$ cat config.mk
export PLATFORM = sky130hd
export DESIGN_NAME = input_conditioner
export DESIGN_NICKNAME = d
export VERILOG_FILES = /design/src/rtl/input_conditioner_pkg.sv /design/src/rtl/input_conditioner_btn_channel.sv /design/src/rtl/input_conditioner.sv
export SDC_FILE = /design/constraint.sdc
export NUM_CORES = 1
export LEC_CHECK = 0
export BUFFER_PORTS_ARGS = -buffer_cell sky130_fd_sc_hd__buf_2
export CORE_UTILIZATION = 40
export DETAILED_ROUTE_END_ITERATION = 10
export GPL_TIMING_DRIVEN = 0
export PLACE_DENSITY_LB_ADDON = 0.25
export SKIP_CTS_REPAIR_TIMING = 1
export SLEW_MARGIN = 10
export SYNTH_ARGS = -nofsm -noshare
export SYNTH_HDL_FRONTEND = slang
export SYNTH_SLANG_ARGS = --single-unit
$ cat constraint.sdc
create_clock -name i_Clk -period 2.7 [get_ports i_Clk]
set_clock_uncertainty 0.1 [all_clocks]
set_input_delay 0.135 -clock i_Clk [delete_from_list [all_inputs] [get_ports i_Clk]]
set_output_delay 0.135 -clock i_Clk [all_outputs]
set_load 0.03 [all_outputs]
$ cat src/rtl/input_conditioner_pkg.sv
// -----------------------------------------------------------------------------
// input_conditioner_pkg
//
// Purpose : Shared constants for the board-button conditioner: button index
//           map, per-channel FSM state encodings, default debounce / repeat
//           cycle counts and a helper that sizes the per-channel counters.
// Ports   : none (package).
// -----------------------------------------------------------------------------
package input_conditioner_pkg;

    // Number of board buttons and their bit positions on the button bus.
    localparam int NUM_BTN   = 4;
    localparam int BTN_LEFT  = 0;
    localparam int BTN_RIGHT = 1;
    localparam int BTN_START = 2;
    localparam int BTN_FIRE  = 3;

    // Per-channel debounce FSM encodings.
    localparam logic [1:0] ST_IDLE      = 2'd0;  // stable released
    localparam logic [1:0] ST_PRESS_CHK = 2'd1;  // qualifying a press
    localparam logic [1:0] ST_HELD      = 2'd2;  // stable pressed
    localparam logic [1:0] ST_REL_CHK   = 2'd3;  // qualifying a release

    // Default timing, in clk cycles.
    localparam int DEF_DEBOUNCE_CYC  = 250000;
    localparam int DEF_REPEAT_DELAY  = 12500000;
    localparam int DEF_REPEAT_PERIOD = 2500000;

    // Auto-repeat is enabled on the fire button only by default.
    localparam logic [NUM_BTN-1:0] DEF_REPEAT_MASK = 4'b1000;

    // Counter width shared by the debounce and repeat counters: $clog2 of
    // the largest timing parameter. Counters only ever reach (value - 1),
    // so this width always holds the terminal count.
    function automatic int cnt_width(input int a, input int b, input int c);
        int m;
        m = a;
        if (b > m) begin
            m = b;
        end
        if (c > m) begin
            m = c;
        end
        if (m < 2) begin
            return 1;
        end
        return $clog2(m);
    endfunction

endpackage

$ cat src/rtl/input_conditioner_btn_channel.sv
// -----------------------------------------------------------------------------
// btn_channel
//
// Purpose : One button channel: 2-flop synchronizer with inversion to
//           active-high, 4-state debounce FSM with saturating counter,
//           optional auto-repeat generator. All outputs are registered.
// Ports   : clk      - system clock
//           srst     - synchronous active-high reset
//           btn_raw  - raw button, active-low, asynchronous to clk
//           level    - debounced level, active-high
//           press    - one-cycle pulse on accepted press
//           rel      - one-cycle pulse on accepted release
//           rpt      - one-cycle auto-repeat pulse (0 when REPEAT_EN = 0)
// -----------------------------------------------------------------------------
module btn_channel
    import input_conditioner_pkg::*;
#(
    parameter int DEBOUNCE_CYC  = DEF_DEBOUNCE_CYC,
    parameter int REPEAT_DELAY  = DEF_REPEAT_DELAY,
    parameter int REPEAT_PERIOD = DEF_REPEAT_PERIOD,
    parameter bit REPEAT_EN     = 1'b0
) (
    input  logic clk,
    input  logic srst,
    input  logic btn_raw,
    output logic level,
    output logic press,
    output logic rel,
    output logic rpt
);

    localparam int CNT_W = cnt_width(DEBOUNCE_CYC, REPEAT_DELAY, REPEAT_PERIOD);
    localparam logic [CNT_W-1:0] DEB_LAST = CNT_W'(DEBOUNCE_CYC - 1);
    localparam logic [CNT_W-1:0] CNT_MAX  = {CNT_W{1'b1}};

    // ------------------------------------------------------------------
    // Synchronizer. Reset value 1 means "released" on the raw active-low
    // line, so a button held through reset is seen as a fresh press.
    // ------------------------------------------------------------------
    logic [1:0] sync_reg;
    logic       sample;

    always_ff @(posedge clk) begin
        if (srst) begin
            sync_reg <= 2'b11;
        end else begin
            sync_reg <= {sync_reg[0], btn_raw};
        end
    end

    assign sample = ~sync_reg[1];

    // ------------------------------------------------------------------
    // Debounce FSM
    // ------------------------------------------------------------------
    logic [1:0]       state_reg, state_next;
    logic [CNT_W-1:0] deb_reg, deb_next;
    logic             level_reg, level_next;
    logic             press_reg, press_next;
    logic             rel_reg, rel_next;

    always_comb begin
        state_next = state_reg;
        deb_next   = deb_reg;
        level_next = level_reg;
        press_next = 1'b0;
        rel_next   = 1'b0;
        case (state_reg)
            ST_IDLE: begin
                if (sample) begin
                    state_next = ST_PRESS_CHK;
                    deb_next   = '0;
                end
            end
            ST_PRESS_CHK: begin
                if (!sample) begin
                    // Bounced back before qualifying: silently abandon.
                    state_next = ST_IDLE;
                    deb_next   = '0;
                end else if (deb_reg == DEB_LAST) begin
                    state_next = ST_HELD;
                    deb_next   = '0;
                    level_next = 1'b1;
                    press_next = 1'b1;
                end else if (deb_reg != CNT_MAX) begin
                    deb_next = deb_reg + 1'b1;
                end
            end
            ST_HELD: begin
                if (!sample) begin
                    state_next = ST_REL_CHK;
                    deb_next   = '0;
                end
            end
            ST_REL_CHK: begin
                if (sample) begin
                    state_next = ST_HELD;
                    deb_next   = '0;
                end else if (deb_reg == DEB_LAST) begin
                    state_next = ST_IDLE;
                    deb_next   = '0;
                    level_next = 1'b0;
                    rel_next   = 1'b1;
                end else if (deb_reg != CNT_MAX) begin
                    deb_next = deb_reg + 1'b1;
                end
            end
            default: begin
                state_next = ST_IDLE;
                deb_next   = '0;
                level_next = 1'b0;
            end
        endcase
    end

    always_ff @(posedge clk) begin
        if (srst) begin
            state_reg <= ST_IDLE;
            deb_reg   <= '0;
            level_reg <= 1'b0;
            press_reg <= 1'b0;
            rel_reg   <= 1'b0;
        end else begin
            state_reg <= state_next;
            deb_reg   <= deb_next;
            level_reg <= level_next;
            press_reg <= press_next;
            rel_reg   <= rel_next;
        end
    end

    assign level = level_reg;
    assign press = press_reg;
    assign rel   = rel_reg;

    // ------------------------------------------------------------------
    // Auto-repeat. The counter reloads after each pulse; first_reg selects
    // the initial delay versus the steady period. Counting happens only
    // while HELD with the button still down, so the edge that moves the
    // FSM into REL_CHK already produces no pulse.
    // ------------------------------------------------------------------
    if (REPEAT_EN) begin : g_repeat
        localparam logic [CNT_W-1:0] RPT_FIRST_LAST = CNT_W'(REPEAT_DELAY - 1);
        localparam logic [CNT_W-1:0] RPT_NEXT_LAST  = CNT_W'(REPEAT_PERIOD - 1);

        logic [CNT_W-1:0] rpt_cnt_reg, rpt_cnt_next;
        logic [CNT_W-1:0] rpt_last;
        logic             first_reg, first_next;
        logic             rpt_reg, rpt_next;

        assign rpt_last = first_reg ? RPT_FIRST_LAST : RPT_NEXT_LAST;

        always_comb begin
            rpt_cnt_next = rpt_cnt_reg;
            first_next   = first_reg;
            rpt_next     = 1'b0;
            if (press_next) begin
                // Re-arm on the press edge; press and repeat never coincide.
                rpt_cnt_next = '0;
                first_next   = 1'b1;
            end else if (state_reg == ST_HELD && sample) begin
                if (rpt_cnt_reg == rpt_last) begin
                    rpt_next     = 1'b1;
                    rpt_cnt_next = '0;
                    first_next   = 1'b0;
                end else if (rpt_cnt_reg != CNT_MAX) begin
                    rpt_cnt_next = rpt_cnt_reg + 1'b1;
                end
            end else begin
                rpt_cnt_next = '0;
            end
        end

        always_ff @(posedge clk) begin
            if (srst) begin
                rpt_cnt_reg <= '0;
                first_reg   <= 1'b1;
                rpt_reg     <= 1'b0;
            end else begin
                rpt_cnt_reg <= rpt_cnt_next;
                first_reg   <= first_next;
                rpt_reg     <= rpt_next;
            end
        end

        assign rpt = rpt_reg;
    end else begin : g_no_repeat
        assign rpt = 1'b0;
    end

endmodule

$ cat src/rtl/input_conditioner.sv
// -----------------------------------------------------------------------------
// input_conditioner
//
// Purpose : Conditions the four raw active-low board buttons into clean,
//           debounced active-high levels plus press / release / auto-repeat
//           pulses. One independent btn_channel per button.
// Ports   : i_Clk        - system clock (single domain)
//           i_Rst        - synchronous active-high reset
//           i_Btn[3:0]   - raw buttons, active-low, asynchronous
//                          (0 left, 1 right, 2 start/stop, 3 fire)
//           o_BtnLevel   - debounced level, 1 = held
//           o_BtnPress   - one-cycle pulse per accepted press
//           o_BtnRelease - one-cycle pulse per accepted release
//           o_BtnRepeat  - one-cycle auto-repeat pulse on REPEAT_MASK bits
// -----------------------------------------------------------------------------
module input_conditioner
    import input_conditioner_pkg::*;
#(
    parameter int                 DEBOUNCE_CYC  = DEF_DEBOUNCE_CYC,
    parameter int                 REPEAT_DELAY  = DEF_REPEAT_DELAY,
    parameter int                 REPEAT_PERIOD = DEF_REPEAT_PERIOD,
    parameter logic [NUM_BTN-1:0] REPEAT_MASK   = DEF_REPEAT_MASK
) (
    input  logic               i_Clk,
    input  logic               i_Rst,
    input  logic [NUM_BTN-1:0] i_Btn,
    output logic [NUM_BTN-1:0] o_BtnLevel,
    output logic [NUM_BTN-1:0] o_BtnPress,
    output logic [NUM_BTN-1:0] o_BtnRelease,
    output logic [NUM_BTN-1:0] o_BtnRepeat
);

    for (genvar gi = 0; gi < NUM_BTN; gi++) begin : g_chan
        btn_channel #(
            .DEBOUNCE_CYC  (DEBOUNCE_CYC),
            .REPEAT_DELAY  (REPEAT_DELAY),
            .REPEAT_PERIOD (REPEAT_PERIOD),
            .REPEAT_EN     (REPEAT_MASK[gi])
        ) u_btn_channel (
            .clk     (i_Clk),
            .srst    (i_Rst),
            .btn_raw (i_Btn[gi]),
            .level   (o_BtnLevel[gi]),
            .press   (o_BtnPress[gi]),
            .rel     (o_BtnRelease[gi]),
            .rpt     (o_BtnRepeat[gi])
        );
    end

endmodule

======== Word-level counts from Yosys, hierarchy flattened ========
Index checks and enable logic that the tools add are counted.
storage, ports and cells
  register bits after elaboration ......... 150
  input bits .............................. 6
operators by class
  add/sub/neg operators ................... 5
  eq/ne operators ......................... 54
  muxes and demuxes ....................... 84
  bitwise logic cells ..................... 12
  reductions and logical operators ........ 32
operators by type and width
  operator                                                                  number
  24-bit two-way mux                                                        25
  24-bit one-hot mux with 4 select lines                                    4
  24-bit by 1-bit adder with 24-bit output (second input constant)          5
  24-bit inequality test (second input constant)                            5
  24-bit by 18-bit == test with 1-bit output (second input constant)        4
  2-bit two-way mux                                                         24
  2-bit by 1-bit inequality test with 1-bit output (second input constant)  16
  2-bit one-hot mux with 4 select lines                                     4
  24-bit == test                                                            1
  3-bit OR reduction                                                        8
  1-bit two-way mux                                                         23
  5-bit AND reduction                                                       4
  2-bit == test (second input constant)                                     8
  2-bit inequality test (second input constant)                             8
  4-bit AND reduction                                                       4
  3-bit by 1-bit inequality test with 1-bit output (second input constant)  4
  3-bit inequality test (second input constant)                             4
  1-bit inverter                                                            12
  2-bit AND reduction                                                       5
  2-bit by 1-bit == test with 1-bit output (second input constant)          4
  2-bit logical NOT                                                         4
  1-bit one-hot mux with 2 select lines                                     4
  2-bit nonzero test                                                        4
  4-bit OR reduction                                                        1
  2 further kinds                                                           2

======== Longest topological paths before layout ========
  depth after elaboration ................. 5
  gate-level depth with buffers ........... 8

======== Modules after synthesis ========
A second synthesis with hierarchy kept.
second synthesis, totals
  cells, all modules ...................... 1019
  area, all modules ....................... 8521.9 um2
by module, submodules not included
  module                                     times used  cells an instance  area an instance (um2)  sequential area each (um2)
  btn_channel (g_chan[0].u_btn_channel ...)  3           215                1813.0                  620.6
  btn_channel (g_chan[3].u_btn_channel)      1           374                3083.0                  1141.1

======== Worst setup path before layout ========
No wires, ideal clock.
  kind .................................... register -> register
  start ................................... reg g_chan[3].u_btn_channel.deb_reg[0]
  end ..................................... reg g_chan[3].u_btn_channel.deb_reg[20]
  setup time .............................. 139 ps
  arrival ................................. 2049 ps
  data required time ...................... 2461 ps
  setup slack ............................. 412 ps
  cell stages (with the launch flop) ...... 7
  path buffers ............................ 0
  clock period less this slack ............ 2288 ps
  cells stage by stage .................... dfxtp_1 -> ha_1 -> nand4_1 -> or4_2 -> or3_1 -> o21ai_0 -> a311oi_1
on the way
  longest elaborated chain between the ends .. 5
ends and longest elaborated chain
  item                                                                                line                                                                       text
  start: declaration                                                                  input_conditioner_btn_channel.sv:57                                        logic [CNT_W-1:0] deb_reg, deb_next;
  start signal: assignment                                                            input_conditioner_btn_channel.sv:125                                       deb_reg <= deb_next;
  24-bit by 1-bit adder with 24-bit output or 24-bit inequality test (tied branches)  -
  24-bit two-way mux                                                                  input_conditioner_btn_channel.sv:85, input_conditioner_btn_channel.sv:104
  24-bit two-way mux (*)                                                              input_conditioner_btn_channel.sv:80                                        end else if (deb_reg == DEB_LAST) begin
  24-bit two-way mux, on equally long branches                                        input_conditioner_btn_channel.sv:96, input_conditioner_btn_channel.sv:76
  24-bit one-hot mux with 4 select lines (*)                                          input_conditioner_btn_channel.sv:68                                        case (state_reg)
Every way passes the cells marked *; elsewhere a longest branch is shown, timed or not.
A chain may end at the register's enable or synchronous reset.

======== Worst setup path in the final report ========
  start ................................... reg g_chan[2].u_btn_channel.deb_reg[0]
  end ..................................... reg g_chan[2].u_btn_channel.deb_reg[18]
on the way
  longest elaborated chain between the ends .. 5
ends and longest elaborated chain
  item                                                                                line
  start: declaration                                                                  input_conditioner_btn_channel.sv:57
  start signal: assignment                                                            input_conditioner_btn_channel.sv:125
  24-bit by 1-bit adder with 24-bit output or 24-bit inequality test (tied branches)  -
  24-bit two-way mux                                                                  input_conditioner_btn_channel.sv:85, input_conditioner_btn_channel.sv:104
  24-bit two-way mux (*)                                                              input_conditioner_btn_channel.sv:80
  24-bit two-way mux, on equally long branches                                        input_conditioner_btn_channel.sv:96, input_conditioner_btn_channel.sv:76
  24-bit one-hot mux with 4 select lines (*)                                          input_conditioner_btn_channel.sv:68
Marked as above.

==> summary.txt <==
Status
  – Status: completed

Clocking
  – Clock-pin slew on the worst setup and hold paths: 0.06 ns
  – H-tree levels: 4
  – CTS max path bufs: 2
  – CTS Sinks: 150
  – CTS buffer count: 17
  – TritonCTS clock tree: built
  – CTS root buf: clkbuf_16
  – Latest clock arrival within the worst-skew pair: 0.42 ns

Worst setup path
  – Crit Path Max Fanout: 7
  – Critical path type: reg2reg
  – CP startpoint kind: flop
  – Worst reg2reg setup slack: 0.14 ns
  – Worst EP arrival: 2.78 ns
  – Crit path capture type: flop
  – Worst path required time: 2.92 ns

Cells and area
  – Commonest non-fill, non-tap cell in the layout: dfxtp_1
  – Nets: about 1.1k
  – Area grow syn2layout: 13.7%
  – Register area: approximately 3000 um2
  – Final Core Density: 46.6%
  – Share of cells above drive strength 1: 11.6%
  – Ant diodes: 0
  – Largest register FFs: 96
  – Area of the multi-input gates: slightly below 5000 um2
  – Finished Layout Cells: 1350
  – Highest-count cells in the layout ignoring fill and taps: dfxtp_1 (150), nand2_1 (89), a21oi_1 (66), nand3_1 (50), nor2_1 (49)
  – Fillcell total: between 2k and 2.5k

Power and ir drop
  – Worst vdd ir: around 0.00038 V
  – Static leakage: between 2 and 3 nW
  – Final total power: around 4.8 mW
  – Pwr dens: just over 500 nW/um2

GRT
  – Congestion Overflow GR: 0
  – GRT Total Usage: ~22%
  – Number of global-route vias before repair: approximately 7.4k
  – Largest net degree at the start of global routing: 17
  – Initial antenna violation count: 0
  – First-pass GRT wire length: just under 40000 um

Routing
  – Via count: 8405
  – Wire per inst: between 15 and 20 um
  – DRC viols: 0
  – Via density: 6.23
  – Final ANT Viol Nets: 0
  – Final Routed Wirelength: around 24000 um
  – 1st-iter DRT viols: 671
  – First-pass DRT Iterations: 5

Placed design
  – DP HPWL: ~16000 um
  – Cell count after placement: between 1k and 1.5k
  – Port buffer count: 18
  – GP Congestion: between 0.9 and 1

STA
  – Pins Over Slew Limit: 0
  – Maximum clock frequency: ~390 MHz
  – Setup violators final: 0
  – Max_slew headroom: 45.5%
  – Final Hold Vio Count: 0
  – Setup TNS: 0 ns
  – Slew @ Worst Pin: between 0.8 and 0.9 ns
  – Tcrit/Tclk final: between 90% and 100%
  – Tmin final: between 2 and 3 ns
  – RSZ-0062 raised after global routing: false

Floorplan
  – Num ports: 22
  – # rows: 52
  – Die X-Extent: 147 um
  – Die Ht: 147 um
  – Core Box Area: about 20000 um2
  – Initial Util: 41.0%
  – Full die area: between 20000 and 25000 um2

Yosys
  – Cell area after synthesis: approximately 8400 um2
  – Most used flip-flop cell after synthesis: dfxtp_1
  – Seq cells post-synth: 150
  – Synthesis Warnings: 0
  – Post-synth EDFFs: 0
  – Top cells by area, synth: dfxtp_1 (36%), a311oi_1 (4.1%), a21oi_1 (4.0%), nand2_1 (4.0%), nand3_1 (3.0%)
  – Synthesized area per cell: 8.18 um2
  – Largest area contributor in the netlist: dfxtp_1
  – Netlist cell types: 75
  – Post-synth ARST share: 0%
  – Synth top area share: between 30% and 40%
  – Sequential fraction of the synthesis area: 35.9%
  – Synthesized instance count: between 1k and 1.5k

Run
  – Max Cap Viol: 0

Hold path
  – HP Class: in2reg
-- metrics by stage --
| step | instance area [um2] | setup slack, ns | hold slack, ns |
|---|---|---|---|
| final | 9500 | 0.145 | 0.106 |
| after global routing | 9500 | 0.00532 | 0.112 |
| after CTS | 9360 | -0.163 | -0.190 |
| after detailed placement | 8790 | -0.129 | 0.255 |
| after global placement | 8790 | -0.140 | 0.254 |
| after floorplan | 8360 | 0.412 | 0.139 |
-- where the power goes --
part / internal, mW / leakage (nW) / switching, mW
clock network: 1.35 / 0.274 / 0.986
registers: 2.23 / 1.21 / 0.0117
logic: 0.0610 / 1.40 / 0.149
total: 3.64 / 2.89 / 1.15
-- final timing paths --
| path | startpoint | endpoint | cells past startpoint |
|---|---|---|---|
| hold / removal | i_Rst | g_chan[3].u_btn_channel.deb_reg[22] | 3 |
| hold reg to reg | g_chan[2].u_btn_channel.sync_reg[0] | g_chan[2].u_btn_channel.sync_reg[1] | 1 |
| setup reg to reg | g_chan[2].u_btn_channel.deb_reg[0] | g_chan[2].u_btn_channel.deb_reg[18] | 6 |
| setup / recovery | g_chan[2].u_btn_channel.deb_reg[0] | g_chan[2].u_btn_channel.deb_reg[18] | 6 |
-- area by class of cell --
type / count / area share, %
well taps: 270 / 3.56
clock inverters: 9 / 0.988
multi-input cells: 770 / 51.9
repair buffers: 26 / 1.69
flip-flops and latches: 150 / 31.6
inverters: 24 / 0.948
clock buffers: 22 / 4.99
plain buffers: 79 / 4.28
-- cells in the mapped netlist, drive strengths merged, types with 12 or more instances --
cell type,instances
nor4,28
a21oi,67
o211ai,15
or3,13
inv,23
clkbuf,56
nand3,50
a41oi,20
or4,25
nor2,50
xnor2,12
nand2,89
and3,23
a311oi,39
a211oi,23
and4,22
a31oi,32
nand4,36
a21o,15
dfxtp,150
or2,12
and2,17
nor3,29
o21ai,44
buf,23
-- critical path: stages (launching register included) --
cell      delay (ns)
dfxtp_1         0.43
ha_1            0.26
nand4_1         0.25
nor4_1          0.61
o21ai_0         0.28
o31a_1          0.30
a311oi_1        0.24
-- logic make-up after synthesis --
family | count (synthesis) | share of synthesized area, %
muxes | 6 | 0.719
other | 1 | 0.0449
DFF | 150 | 35.9
and+or+nand+nor | 419 | 28.0
AOI/OAI and AO/OA | 324 | 27.4
xor gates and xnor gates | 13 | 1.36
adders and majority gates | 5 | 0.749
buffers and inverters | 103 | 5.81
-- layer usage --
metal  track usage [%]  share of wire [%]  up-vias
li1                  -                  -     4103
met1              31.1                 47     4004
met2              35.3                 46      282
met3              4.47                6.1       16
met4              5.42               0.86        0
met5                 0                  0        -
Power figures use the tool's default switching activity.
